### src/rtl/fifo_pack_pkg.sv
// ---------------------------------------------------------------------------
// fifo_pack_pkg : shared types, defaults and keep-mask helper for the packer.
// Rev 1.0
// ---------------------------------------------------------------------------
`default_nettype none

package fifo_pack_pkg;

   localparam int DEF_WIDTH   = 8;
   localparam int DEF_LANES   = 4;
   localparam int DEF_TIMEOUT = 16;

   typedef enum logic [0:0] {
      FILL = 1'b0,
      OUT  = 1'b1
   } pack_state_t;

   // Low lane_cnt bits set; callers slice the LANES bits they need.
   function automatic logic [63:0] keep_mask(input logic [7:0] lane_cnt);
      return (64'd1 << lane_cnt) - 64'd1;
   endfunction

endpackage

`default_nettype wire

### src/rtl/pack_idle_timer.sv
// ---------------------------------------------------------------------------
// pack_idle_timer : idle-cycle counter that pulses expire_o after TIMEOUT cycles.
// Rev 1.0
// ---------------------------------------------------------------------------
`default_nettype none

module pack_idle_timer #(
   parameter int TIMEOUT = 16
) (
   input  logic clk_i,
   input  logic rst_i,
   input  logic clear_i,
   input  logic count_en_i,
   output logic expire_o
);

   localparam int CW = $clog2(TIMEOUT + 1);

   logic [CW-1:0] count_q, count_d;

   always_comb begin
      count_d  = count_q;
      expire_o = 1'b0;
      if (clear_i) begin
         count_d = '0;
      end else if (count_en_i) begin
         if (count_q == CW'(TIMEOUT - 1)) begin
            expire_o = 1'b1;
            count_d  = '0;
         end else begin
            count_d = count_q + CW'(1);
         end
      end
   end

   always_ff @(posedge clk_i or posedge rst_i) begin
      if (rst_i) count_q <= '0;
      else       count_q <= count_d;
   end

endmodule

`default_nettype wire

### src/rtl/fifo_byte_packer.sv
// ---------------------------------------------------------------------------
// fifo_byte_packer : drains FIFO bytes into LANES-wide valid/ready words.
// Optional idle-timeout flush under PACK_TIMEOUT_EN.              Rev 1.0
// ---------------------------------------------------------------------------
`default_nettype none

module fifo_byte_packer
   import fifo_pack_pkg::*;
#(
   parameter int WIDTH   = DEF_WIDTH,
   parameter int LANES   = DEF_LANES,
   parameter int TIMEOUT = DEF_TIMEOUT
) (
   input  logic                   clk_i,
   input  logic                   rst_i,
   input  logic                   fifo_empty_i,
   input  logic [WIDTH-1:0]       fifo_rdata_i,
   input  logic                   fifo_rd_error_i,
   output logic                   fifo_rd_en_o,
   input  logic                   flush_i,
   output logic                   m_valid_o,
   input  logic                   m_ready_i,
   output logic [WIDTH*LANES-1:0] m_data_o,
   output logic [LANES-1:0]       m_keep_o,
   output logic [7:0]             rd_err_cnt_o
);

   localparam int CNT_W = $clog2(LANES) + 1;

   pack_state_t            state_q, state_d;
   logic [CNT_W-1:0]       lane_cnt_q, lane_cnt_d;
   logic                   inflight_q;
   logic                   flush_pend_q, flush_pend_d;
   logic [WIDTH*LANES-1:0] data_q, data_d;
   logic [LANES-1:0]       keep_q, keep_d;
   logic [7:0]             err_cnt_q, err_cnt_d;

   logic                   w_capture;
   logic                   w_timeout_flush;
   logic [CNT_W-1:0]       w_fill_sum;
   logic [63:0]            w_mask;
   logic                   w_unused_mask;

   assign w_capture     = inflight_q && !fifo_rd_error_i;
   assign w_fill_sum    = lane_cnt_q + CNT_W'(inflight_q);
   assign w_mask        = keep_mask(8'(lane_cnt_q));
   assign w_unused_mask = ^w_mask[63:LANES];

   // Gated by rst_i so the read request drops the instant reset asserts.
   assign fifo_rd_en_o = !rst_i && (state_q == FILL) && !fifo_empty_i &&
                         !flush_pend_q && (w_fill_sum < CNT_W'(LANES));

`ifdef PACK_TIMEOUT_EN
   logic w_idle;
   assign w_idle = (state_q == FILL) && (lane_cnt_q != '0) && !inflight_q;

   pack_idle_timer #(
      .TIMEOUT (TIMEOUT)
   ) u_idle_timer (
      .clk_i      (clk_i),
      .rst_i      (rst_i),
      .clear_i    (w_capture),
      .count_en_i (w_idle),
      .expire_o   (w_timeout_flush)
   );
`else
   localparam int UNUSED_TIMEOUT = TIMEOUT;
   assign w_timeout_flush = 1'b0;
`endif

   always_comb begin
      state_d      = state_q;
      lane_cnt_d   = lane_cnt_q;
      data_d       = data_q;
      keep_d       = keep_q;
      flush_pend_d = flush_pend_q | flush_i | w_timeout_flush;
      err_cnt_d    = err_cnt_q;

      if (inflight_q && fifo_rd_error_i && (err_cnt_q != 8'hFF)) begin
         err_cnt_d = err_cnt_q + 8'd1;
      end

      case (state_q)
         FILL: begin
            if (w_capture) begin
               for (int i = 0; i < LANES; i++) begin
                  if (lane_cnt_q == CNT_W'(i)) data_d[i*WIDTH +: WIDTH] = fifo_rdata_i;
               end
               lane_cnt_d = lane_cnt_q + CNT_W'(1);
            end
            // A pending flush is consumed by whichever word leaves next.
            if (lane_cnt_d == CNT_W'(LANES)) begin
               state_d      = OUT;
               keep_d       = '1;
               flush_pend_d = flush_i;
            end else if (flush_pend_q && !inflight_q) begin
               if (lane_cnt_q != '0) begin
                  state_d = OUT;
                  keep_d  = w_mask[LANES-1:0];
               end
               flush_pend_d = flush_i;
            end
         end
         OUT: begin
            if (m_ready_i) begin
               state_d    = FILL;
               lane_cnt_d = '0;
               data_d     = '0;
               keep_d     = '0;
            end
         end
         default: state_d = FILL;
      endcase
   end

   always_ff @(posedge clk_i or posedge rst_i) begin
      if (rst_i) begin
         state_q      <= FILL;
         lane_cnt_q   <= '0;
         inflight_q   <= 1'b0;
         flush_pend_q <= 1'b0;
         data_q       <= '0;
         keep_q       <= '0;
         err_cnt_q    <= '0;
      end else begin
         state_q      <= state_d;
         lane_cnt_q   <= lane_cnt_d;
         inflight_q   <= fifo_rd_en_o;
         flush_pend_q <= flush_pend_d;
         data_q       <= data_d;
         keep_q       <= keep_d;
         err_cnt_q    <= err_cnt_d;
      end
   end

   assign m_valid_o    = (state_q == OUT);
   assign m_data_o     = (state_q == OUT) ? data_q : '0;
   assign m_keep_o     = keep_q;
   assign rd_err_cnt_o = err_cnt_q;

endmodule

`default_nettype wire

### config.mk
export PLATFORM = sky130hd
export DESIGN_NAME = fifo_byte_packer
export DESIGN_NICKNAME = d
export VERILOG_FILES = /design/src/rtl/fifo_pack_pkg.sv /design/src/rtl/pack_idle_timer.sv /design/src/rtl/fifo_byte_packer.sv
export SDC_FILE = /design/constraint.sdc
export NUM_CORES = 1
export LEC_CHECK = 0
export CELL_PAD_IN_SITES_DETAIL_PLACEMENT = 1
export CELL_PAD_IN_SITES_GLOBAL_PLACEMENT = 2
export CORE_UTILIZATION = 31
export DETAILED_ROUTE_END_ITERATION = 8
export GPL_ROUTABILITY_DRIVEN = 0
export PLACE_DENSITY = 0.87
export SLEW_MARGIN = 20
export SYNTH_ARGS = -nofsm -noshare
export SYNTH_HDL_FRONTEND = slang
export SYNTH_SLANG_ARGS = --single-unit
### constraint.sdc
create_clock -name clk_i -period 1.9 [get_ports clk_i]
set_input_delay 0.38 -clock clk_i [delete_from_list [all_inputs] [get_ports clk_i]]
set_output_delay 0.38 -clock clk_i [all_outputs]
set_load 0.05 [all_outputs]
==> results of run 1 <==
[routing by layer]
layer	vias up	track usage, %	wire [um]
met5	-	0	0
met4	0	3.52	78
met1	991	19.6	2770
met2	50	29.4	3450
li1	961	-	-
met3	8	3.53	258
[final timing paths]
kind / end / cells after the start / startpoint / slack (ns)
max: fifo_rd_en_o / 3 / flush_pend_q / -0.02
min: flush_pend_q / 3 / rst_i / 0.30
max reg2reg: m_keep_o[3] / 6 / lane_cnt_q[0] / 0.06
min reg2reg: data_q[21] / 1 / data_q[21] / 0.51
max in group asynchronous: inflight_q / 4 / rst_i / 1.12
min in group clk_i: data_q[21] / 1 / data_q[21] / 0.51
[logic make-up (layout without fill, tap and decap cells)]
group | count (synthesis) | count (layout)
AOI/OAI and AO/OA | 33 | 33
xor gates and xnor gates | 7 | 7
adders and majority gates | 7 | 7
buffers and inverters | 17 | 104
DFF | 50 | 50
muxes | 24 | 24
and+or+nand+nor | 94 | 94
[through the flow]
step | setup slack, ns | power [mW]
after floorplan | 0.0196 | 3.26
after global placement | -0.0968 | 4.38
after detailed placement | -0.131 | 4.47
after CTS | -0.0309 | 5.21
after global routing | -0.0591 | 5.50
final | -0.0163 | 5.23
[final cells by class]
cell class	count	area, um^2
fill	851	3920
multi-input combinational	165	1270
sequential	50	1250
timing repair buffer	89	1150
tap	102	128
clock buffer	5	68.8
clock inverter	3	28.8
inverter	7	26.3
[synth_stat cells, drive strengths merged]
library cell | number | area share [%]
dfrtp | 50 | 49
and2 | 34 | 8.4
nand2 | 27 | 4.0
mux2 | 24 | 11
o21ai | 13 | 2.6
nor2b | 9 | 2.3
a21oi | 7 | 1.7
clkbuf | 7 | 1.0
ha | 7 | 3.4
inv | 7 | 1.0
nand3 | 5 | 0.98
a31oi | 4 | 1.6
and2b | 4 | 1.2
nor2 | 4 | 0.59
xor2 | 4 | 1.4
a32oi | 3 | 1.0
buf | 3 | 1.0
o31ai | 3 | 0.89
xnor2 | 3 | 1.0
and3 | 2 | 0.49
nor3 | 2 | 0.39
nor4b | 2 | 1.2
a2111oi | 1 | 1.1
a211oi | 1 | 0.30
and4 | 1 | 0.34
nand4 | 1 | 0.49
nor3b | 1 | 0.74
nor4 | 1 | 0.49
o21bai | 1 | 0.30
or4 | 1 | 0.30
[worst min-delay path, stage by stage]
cell,delay [ns]
dlygate4sd2_1,0.25
buf_4,0.13
inv_2,0.27
[report_power, final]
part           internal, mW  total (mW)  switching [mW]
logic                  1.33        2.95            1.62
clock network         0.274       0.666           0.393
registers              1.40        1.62           0.223
total                  3.00        5.23            2.23
[sequential cells by signal, indices dropped and copies added (netlist names)]
name          count
m_valid_o         1
rd_err_cnt_o      8
m_keep_o          4
inflight_q        1
flush_pend_q      1
lane_cnt_q        3
data_q           32
[repair_timing]
item                       4_1_cts  5_1_grt
buffers inserted                 3        6
pin swaps                        2        5
gates cloned                     0        0
setup endpoints to repair       35       11
resized for setup                6        8
==> impl_summary.log, run 1 <==
INFO  metric outcome = complete, but fails checks
INFO  metric failed_checks = setup timing
INFO  metric cts_tree = built
INFO  metric place_inst = 404
INFO  metric cts-buffers-inserted = 5
INFO  metric total_leakage_power = 1.76 nW
INFO  metric synth_area_per_cell = 11.0 um^2
INFO  metric initial_antenna_violation_count = 0
INFO  metric maxClockFrequency = 522 MHz
INFO  metric timing.critical_path.max_delay_family = simple AND/OR/NAND/NOR gates
INFO  metric number_of_global_route_vias_before_repair = 2182
INFO  metric ys_types = 34
INFO  metric io_pins = 60
INFO  metric cts_htree_levels = 2
INFO  metric mappedNetlistNets = 253
INFO  metric fin_crit = 1.92 ns
INFO  metric synth-compound-area-share = 9.39%
INFO  metric post_synth_fa_ha_maj_area_fraction = 3.44%
INFO  metric worst_path_largest_cell_delay = 0.50 ns
INFO  metric max_cap_viol_count = 0
INFO  metric drtIter0Drc = 51
INFO  metric detail_route.vias_per_cell = 4.77
INFO  metric dr_total_vias = 2010
INFO  metric syn_to_final_growth = 54.6%
INFO  metric finalSetupViolCount = 1
INFO  metric worst_ep_required_time = 1.52 ns
INFO  metric start_util = 32.4%
INFO  metric layout.cells.most_common_list = 47 x dfrtp_1, 39 x buf_4, 36 x buf_12, 34 x and2_1, 27 x nand2_1
INFO  metric final_hold_viol_count = 0
INFO  metric die_outline_area = 0.00857 mm^2
INFO  metric fin_worst_hold_slack = 0.302 ns
INFO  metric synth_top_family_by_area = simple AND/OR/NAND/NOR gates
INFO  metric detailed_place_hpwl = 4930 um
INFO  metric final_common_cell = dfrtp_1
INFO  metric post_drt_wl_per_cell = 15.6 um
INFO  metric route.final.wire_length = 6550 um
INFO  metric grt_max_degree = 42
INFO  metric path_class = flop to output pin
INFO  metric cts_root_buffer = clkbuf_8
INFO  metric ir_worst_vdd = 0.742 mV
INFO  metric setup_ws = -0.0163 ns
INFO  metric synth-simple-area-share = 21.8%
INFO  metric wire_length_of_the_first_global_routing_pass = 10900 um
INFO  metric timing.setup.tns = -0.0163 ns
INFO  metric groute.usage.overall = 16.2%
INFO  metric timing.critical_path.cells = or4_4, nor2_4, buf_12
INFO  metric firstDrtPassIters = 4
INFO  metric ys_seq_area_share = 49.2%
INFO  metric synth_cells = 232
INFO  metric max_slew.worst_pin.slew = 0.630 ns
INFO  metric synth.mux.area_fraction = 10.6%
INFO  metric finalMaxSlewViolations = 0
INFO  metric synth_xor_xnor_area_share = 2.41%
INFO  metric syn_area = 0.00254 mm^2
INFO  metric row_count = 32
INFO  metric clock_skew = 0.00993 ns
INFO  metric design.core.area = 0.00785 mm^2
INFO  metric crit_path_end_kind = output pin
INFO  metric timing.critical_path.from_type = flop
INFO  metric drc = 0
INFO  metric gr-total-overflow = 0
INFO  metric power.density_cell_area = 1330 mW/mm^2
INFO  metric cts.sinks = 50
INFO  metric clock_tree.buffer_depth = 2
INFO  metric synthesis.yosys.warnings = 0
INFO  metric cp.arrival = 1.54 ns
INFO  metric grt_setup_unrepaired = true
INFO  metric fin_area = 0.00393 mm^2
INFO  metric placement.cell_area = 0.00371 mm^2
INFO  metric critical_path_buf_inv_count = 1
INFO  metric placement.io_buffers = 59
INFO  metric period_share = 101%
INFO  metric clk_pin_slew = 0.10 ns
INFO  metric final_layout_size_suffix_gt1_share = 40.1%
INFO  metric die_x = 92.6 um
INFO  metric crit_path_top_delay_cell = or4_4
INFO  metric postLayoutCoreUtil = 50.1%
INFO  metric synth_seq_cells = 50
INFO  metric post_cts_hold_buffer_count = 0
INFO  metric final_net_count = 339
INFO  metric relSlewSlack = 57.6%
INFO  metric final_cells = 421
INFO  metric die_height = 92.6 um
INFO  metric worst_min_delay_path_class = primary input to async pin
INFO  metric n_antenna_cell = 0
INFO  metric clk-insertion-delay-late = 0.31 ns
INFO  metric critical_path.max_fanout = 4
INFO  metric detail-route-antenna-nets = 0
Note: power is estimated with default switching activity, not from simulation.
==> run 2, diff against run 1 <==
--- a/config.mk
+++ b/config.mk
@@ -7,6 +7,7 @@
 export LEC_CHECK = 0
 export CELL_PAD_IN_SITES_DETAIL_PLACEMENT = 1
 export CELL_PAD_IN_SITES_GLOBAL_PLACEMENT = 2
+export CORE_MARGIN = 3
 export CORE_UTILIZATION = 31
 export DETAILED_ROUTE_END_ITERATION = 8
 export GPL_ROUTABILITY_DRIVEN = 0
==> impl_summary.log, run 2 (synthesis gave the netlist of run 1 again) <==
INFO  metric outcome = complete, but fails checks
INFO  metric failed_checks = setup timing
INFO  metric worst_r2r_path_depth = 7
INFO  metric gr-total-overflow = 0
INFO  metric path_class = flop to output pin
INFO  metric timing.critical_path.from_type = flop
INFO  metric route.final.wire_length = 6830 um
INFO  metric grt_max_degree = 51
INFO  metric postLayoutCoreUtil = 50.1%
INFO  metric clock_tree.buffer_depth = 2
INFO  metric final_layout_size_suffix_gt1_share = 39.4%
INFO  metric n_fill_cell = 844
INFO  metric clk-insertion-delay-late = 0.31 ns
INFO  metric r2r_end = data_q[9]
INFO  metric design.core.area = 0.00785 mm^2
INFO  metric die_x = 96.6 um
INFO  metric critical_path.max_fanout = 4
INFO  metric total_leakage_power = 1.77 nW
INFO  metric cts-buffers-inserted = 5
INFO  metric period_share = 102%
INFO  metric detail_route.vias_per_cell = 4.91
INFO  metric ir_worst_vdd = 0.674 mV
INFO  metric number_of_global_route_vias_before_repair = 2124
INFO  metric n_antenna_cell = 0
INFO  metric max_cap_viol_count = 0
INFO  metric io_pins = 60
INFO  metric start_util = 32.4%
INFO  metric crit_path_end_kind = output pin
INFO  metric cp.arrival = 1.55 ns
INFO  metric maxClockFrequency = 518 MHz
INFO  metric regToRegStartpoint = m_valid_o
INFO  metric highest_metal_layer_with_signal_wires = met4
INFO  metric finalSetupViolCount = 1
INFO  metric r2r_slack = 0.04 ns
INFO  metric fin_worst_hold_slack = 0.364 ns
INFO  metric die_height = 96.6 um
INFO  metric row_count = 32
INFO  metric clock_skew = 0.00761 ns
INFO  metric layout.cells.most_common_list = 48 x dfrtp_1, 37 x buf_12, 36 x buf_4, 34 x and2_1, 27 x nand2_1
INFO  metric dr_total_vias = 2058
INFO  metric worst_ep_required_time = 1.52 ns
INFO  metric cts.sinks = 50
INFO  metric met3_length = 348 um
INFO  metric fin_crit = 1.93 ns
INFO  metric drc = 0
INFO  metric final_hold_viol_count = 0
INFO  metric groute.usage.overall = 15.0%
INFO  metric syn_to_final_growth = 54.7%
INFO  metric drtIter0Drc = 60
INFO  metric cts_tree = built
INFO  metric clk_pin_slew = 0.10 ns
INFO  metric wire_length_of_the_first_global_routing_pass = 10800 um
INFO  metric detailed_place_hpwl = 5060 um
INFO  metric max_reg_flops = 32
INFO  metric initial_antenna_violation_count = 0
INFO  metric worst_min_delay_path_class = primary input to async pin
INFO  metric placement.io_buffers = 59
INFO  metric final_net_count = 337
INFO  metric detailroute.wirelength.met2 = 3580 um
INFO  metric finalMaxSlewViolations = 0
INFO  metric detail-route-antenna-nets = 0
INFO  metric power.density_cell_area = 1340 mW/mm^2
INFO  metric firstDrtPassIters = 4
INFO  metric post_drt_wl_per_cell = 16.3 um
INFO  metric setup_ws = -0.0301 ns
INFO  metric final_common_cell = dfrtp_1
INFO  metric die_outline_area = 0.00933 mm^2
INFO  metric cts_htree_levels = 2
INFO  metric relSlewSlack = 69.3%
INFO  metric timing.setup.tns = -0.0301 ns
INFO  metric register_with_the_highest_flop_count = data_q
INFO  metric cts_root_buffer = clkbuf_8
INFO  metric grt_setup_unrepaired = true
INFO  metric m1WireLength = 2850 um
INFO  metric max_slew.worst_pin.slew = 0.459 ns
run 2: cell types whose count changed in the layout (fill, tap and decap cells not counted), sizes merged:
cell / change
buf: -2
run 2: cell type report:
| cell class | count | area [um^2] | share of cell area (%) |
|---|---|---|---|
| tap | 102 | 128 | 3.24 |
| clock inverter | 3 | 28.8 | 0.731 |
| multi-input combinational | 165 | 1280 | 32.5 |
| timing repair buffer | 87 | 1150 | 29.2 |
| sequential | 50 | 1260 | 31.9 |
| inverter | 7 | 26.3 | 0.668 |
| clock buffer | 5 | 68.8 | 1.75 |
run 2: routing by layer:
layer	global-route usage (%)	up-vias
met2	27.2	43
met3	3.25	5
met5	0	-
met4	2.80	0
li1	-	959
met1	18.4	1051
run 2: per-stage QoR:
| stage | cell area [um^2] | total power [mW] | std cells | setup slack, ns |
|---|---|---|---|---|
| 2_1_floorplan | 2570 | 3.26 | 232 | 0.0196 |
| 3_3_place_gp | 3710 | 4.39 | 404 | -0.108 |
| 3_5_place_dp | 3710 | 4.49 | 404 | -0.150 |
| 4_1_cts | 3830 | 5.22 | 415 | -0.0283 |
| 5_1_grt | 3940 | 5.57 | 419 | -0.0928 |
| 6_report | 3940 | 5.26 | 419 | -0.0301 |
run 2: worst max-delay path, stage by stage (launching register included):
cell and delay (ns):
dfrtp_1 0.43, or4_4 0.54, nor2_4 0.13, buf_12 0.14
run 2: how the worst max path moves through the flow:
stage               startpoint            to  slack, ns  cells after the start
2_1_floorplan        m_valid_o  m_data_o[21]       0.02                      3
4_1_cts           flush_pend_q  fifo_rd_en_o      -0.03                      3
6_report          flush_pend_q  fifo_rd_en_o      -0.03                      3
3_5_place_dp   fifo_rd_error_i    data_q[18]      -0.15                      4
5_1_grt           flush_pend_q  fifo_rd_en_o      -0.09                      3
3_3_place_gp   fifo_rd_error_i    data_q[19]      -0.11                      4
run 2: where the power goes:
| group | total [mW] | leakage [nW] | switching [mW] | internal [mW] |
|---|---|---|---|---|
| logic | 2.97 | 1.07 | 1.64 | 1.33 |
| registers | 1.62 | 0.647 | 0.221 | 1.40 |
| clock network | 0.671 | 0.0502 | 0.397 | 0.274 |
run 2: what timing repair did:
action	4_1_cts	5_1_grt
hold endpoints to repair	0	0
pin swaps	1	3
hold buffers	0	0
resized for setup	3	11
setup endpoints to repair	24	37
setup buffers	3	4
==> run 3, diff against run 2 <==
--- a/config.mk
+++ b/config.mk
@@ -8,10 +8,10 @@
 export CELL_PAD_IN_SITES_DETAIL_PLACEMENT = 1
 export CELL_PAD_IN_SITES_GLOBAL_PLACEMENT = 2
 export CORE_MARGIN = 3
-export CORE_UTILIZATION = 31
+export CORE_UTILIZATION = 30
 export DETAILED_ROUTE_END_ITERATION = 8
 export GPL_ROUTABILITY_DRIVEN = 0
-export PLACE_DENSITY = 0.87
+export PLACE_DENSITY = 0.85
 export SLEW_MARGIN = 20
 export SYNTH_ARGS = -nofsm -noshare
 export SYNTH_HDL_FRONTEND = slang
==> impl_summary.log, run 3 (synthesis gave the netlist of run 1 again) <==
INFO  metric max_slew.worst_pin.slew = 0.494 ns
INFO  metric n_antenna_cell = 0
INFO  metric worst_min_delay_path_class = primary input to async pin
INFO  metric fin_worst_hold_slack = 0.285 ns
INFO  metric firstDrtPassIters = 3
INFO  metric die_height = 98.1 um
INFO  metric drtIter0Drc = 21
INFO  metric number_of_global_route_vias_before_repair = 2028
INFO  metric max_reg_flops = 32
INFO  metric n_fill_cell = 838
INFO  metric relSlewSlack = 66.8%
INFO  metric finalSetupViolCount = 0
INFO  metric finalMaxSlewViolations = 0
INFO  metric row_count = 32
INFO  metric final_common_cell = dfrtp_1
INFO  metric gr-total-overflow = 0
INFO  metric groute.usage.overall = 13.4%
INFO  metric final_net_count = 339
INFO  metric die_x = 98.1 um
INFO  metric max_cap_viol_count = 0
INFO  metric detail-route-antenna-nets = 0
INFO  metric timing.critical_path.from_type = flop
INFO  metric clock_tree.buffer_depth = 2
INFO  metric dr_total_vias = 1974
INFO  metric syn_to_final_growth = 54.6%
INFO  metric ir_worst_vdd = 0.798 mV
INFO  metric clk_pin_slew = 0.10 ns
INFO  metric period_share = 99.3%
INFO  metric outcome = finished clean
INFO  metric io_pins = 60
INFO  metric ff_latch_area = 0.00125 mm^2
INFO  metric design.core.area = 0.00797 mm^2
INFO  metric fin_crit = 1.89 ns
INFO  metric detailed_place_hpwl = 4830 um
INFO  metric start_util = 31.9%
INFO  metric cp.arrival = 1.51 ns
INFO  metric path_class = flop to output pin
INFO  metric cts_tree = built
INFO  metric placement.io_buffers = 59
INFO  metric detail_route.vias_per_cell = 4.69
INFO  metric route.final.wire_length = 6390 um
INFO  metric maxClockFrequency = 530 MHz
INFO  metric cts-buffers-inserted = 5
INFO  metric critical_path.max_fanout = 2
INFO  metric wire_length_of_the_first_global_routing_pass = 10400 um
INFO  metric register_with_the_highest_flop_count = data_q
INFO  metric post_drt_wl_per_cell = 15.2 um
INFO  metric die_outline_area = 0.00962 mm^2
INFO  metric final_hold_viol_count = 0
INFO  metric grt_setup_unrepaired = true
INFO  metric pre_cts_slack = -0.149 ns
INFO  metric power.density_cell_area = 1320 mW/mm^2
INFO  metric crit_path_end_kind = output pin
INFO  metric initial_antenna_violation_count = 0
INFO  metric final_layout_size_suffix_gt1_share = 40.1%
INFO  metric multi_input_comb_area = 0.00128 mm^2
INFO  metric setup_ws = 0.0141 ns
INFO  metric clk-insertion-delay-late = 0.31 ns
INFO  metric cts_root_buffer = clkbuf_8
INFO  metric cts.sinks = 50
INFO  metric worst_ep_required_time = 1.52 ns
INFO  metric cts_htree_levels = 2
INFO  metric clock_skew = 0.0126 ns
INFO  metric post_cts_hold_buffer_count = 0
INFO  metric layout.cells.most_common_list = 47 x dfrtp_1, 39 x buf_4, 36 x buf_12, 34 x and2_1, 27 x nand2_1
INFO  metric drc = 0
INFO  metric total_leakage_power = 1.75 nW
INFO  metric grt_max_degree = 42
[run 3: changes by cell type in the layout (fill, tap and decap cells not counted), sizes merged]
cell,before,now
buf,74,76
clkinvlp,0,2
clkinv,2,0
[run 3: final cells by class]
| class | count | area share [%] |
|---|---|---|
| repair buffers | 89 | 29.3 |
| clock buffers | 5 | 1.75 |
| inverters | 7 | 0.668 |
| clock inverters | 3 | 0.604 |
| multi-input cells | 165 | 32.5 |
| flip-flops and latches | 50 | 31.9 |
| well taps | 102 | 3.24 |
[run 3: layer usage]
| metal | up-vias | wire [um] | global-route usage, % |
|---|---|---|---|
| met5 | - | 0 | 0 |
| met2 | 45 | 3210 | 22.7 |
| met3 | 6 | 272 | 3.29 |
| met4 | 0 | 74 | 3.51 |
| met1 | 966 | 2840 | 17.2 |
| li1 | 957 | - | - |
[run 3: worst paths after layout]
check | from | endpoint | slack (ns) | cells after the start
hold reg to reg | data_q[14] | data_q[14] | 0.51 | 1
setup / recovery | flush_pend_q | fifo_rd_en_o | 0.01 | 3
max in group asynchronous | rst_i | inflight_q | 1.09 | 4
hold / removal | rst_i | flush_pend_q | 0.29 | 3
setup reg to reg | m_valid_o | data_q[25] | 0.14 | 6
min in group clk_i | data_q[14] | data_q[14] | 0.51 | 1
[run 3: stage by stage]
stage / power (mW) / instance area [um^2] / TNS, ns / utilization, % / std cells
after floorplan: 3.26 / 2570 / 0 / - / 232
after global placement: 4.40 / 3730 / -2.52 / 46.8 / 406
after detailed placement: 4.47 / 3730 / -3.54 / 46.8 / 406
after CTS: 5.19 / 3850 / -0.0201 / 48.4 / 418
after global routing: 5.49 / 3930 / -0.0811 / 49.4 / 421
final: 5.19 / 3930 / 0 / 49.4 / 421
[run 3: repair_timing]
item | CTS | global route
endpoints found under the setup margin | 33 | 21
pin swaps | 2 | 3
buffers inserted | 4 | 3
gates resized for setup | 3 | 10
[run 3: worst max-delay path, cell delays in order, from the launching register on]
cell and delay, ns:
dfrtp_1 0.40, or4_4 0.50, nor2_4 0.15, buf_12 0.14
[run 3: report_power, final]
| group | internal [mW] | total, mW | switching (mW) |
|---|---|---|---|
| Clock | 0.264 | 0.642 | 0.378 |
| Combinational | 1.33 | 2.94 | 1.61 |
| Sequential | 1.40 | 1.61 | 0.212 |
| Total | 2.99 | 5.19 | 2.20 |
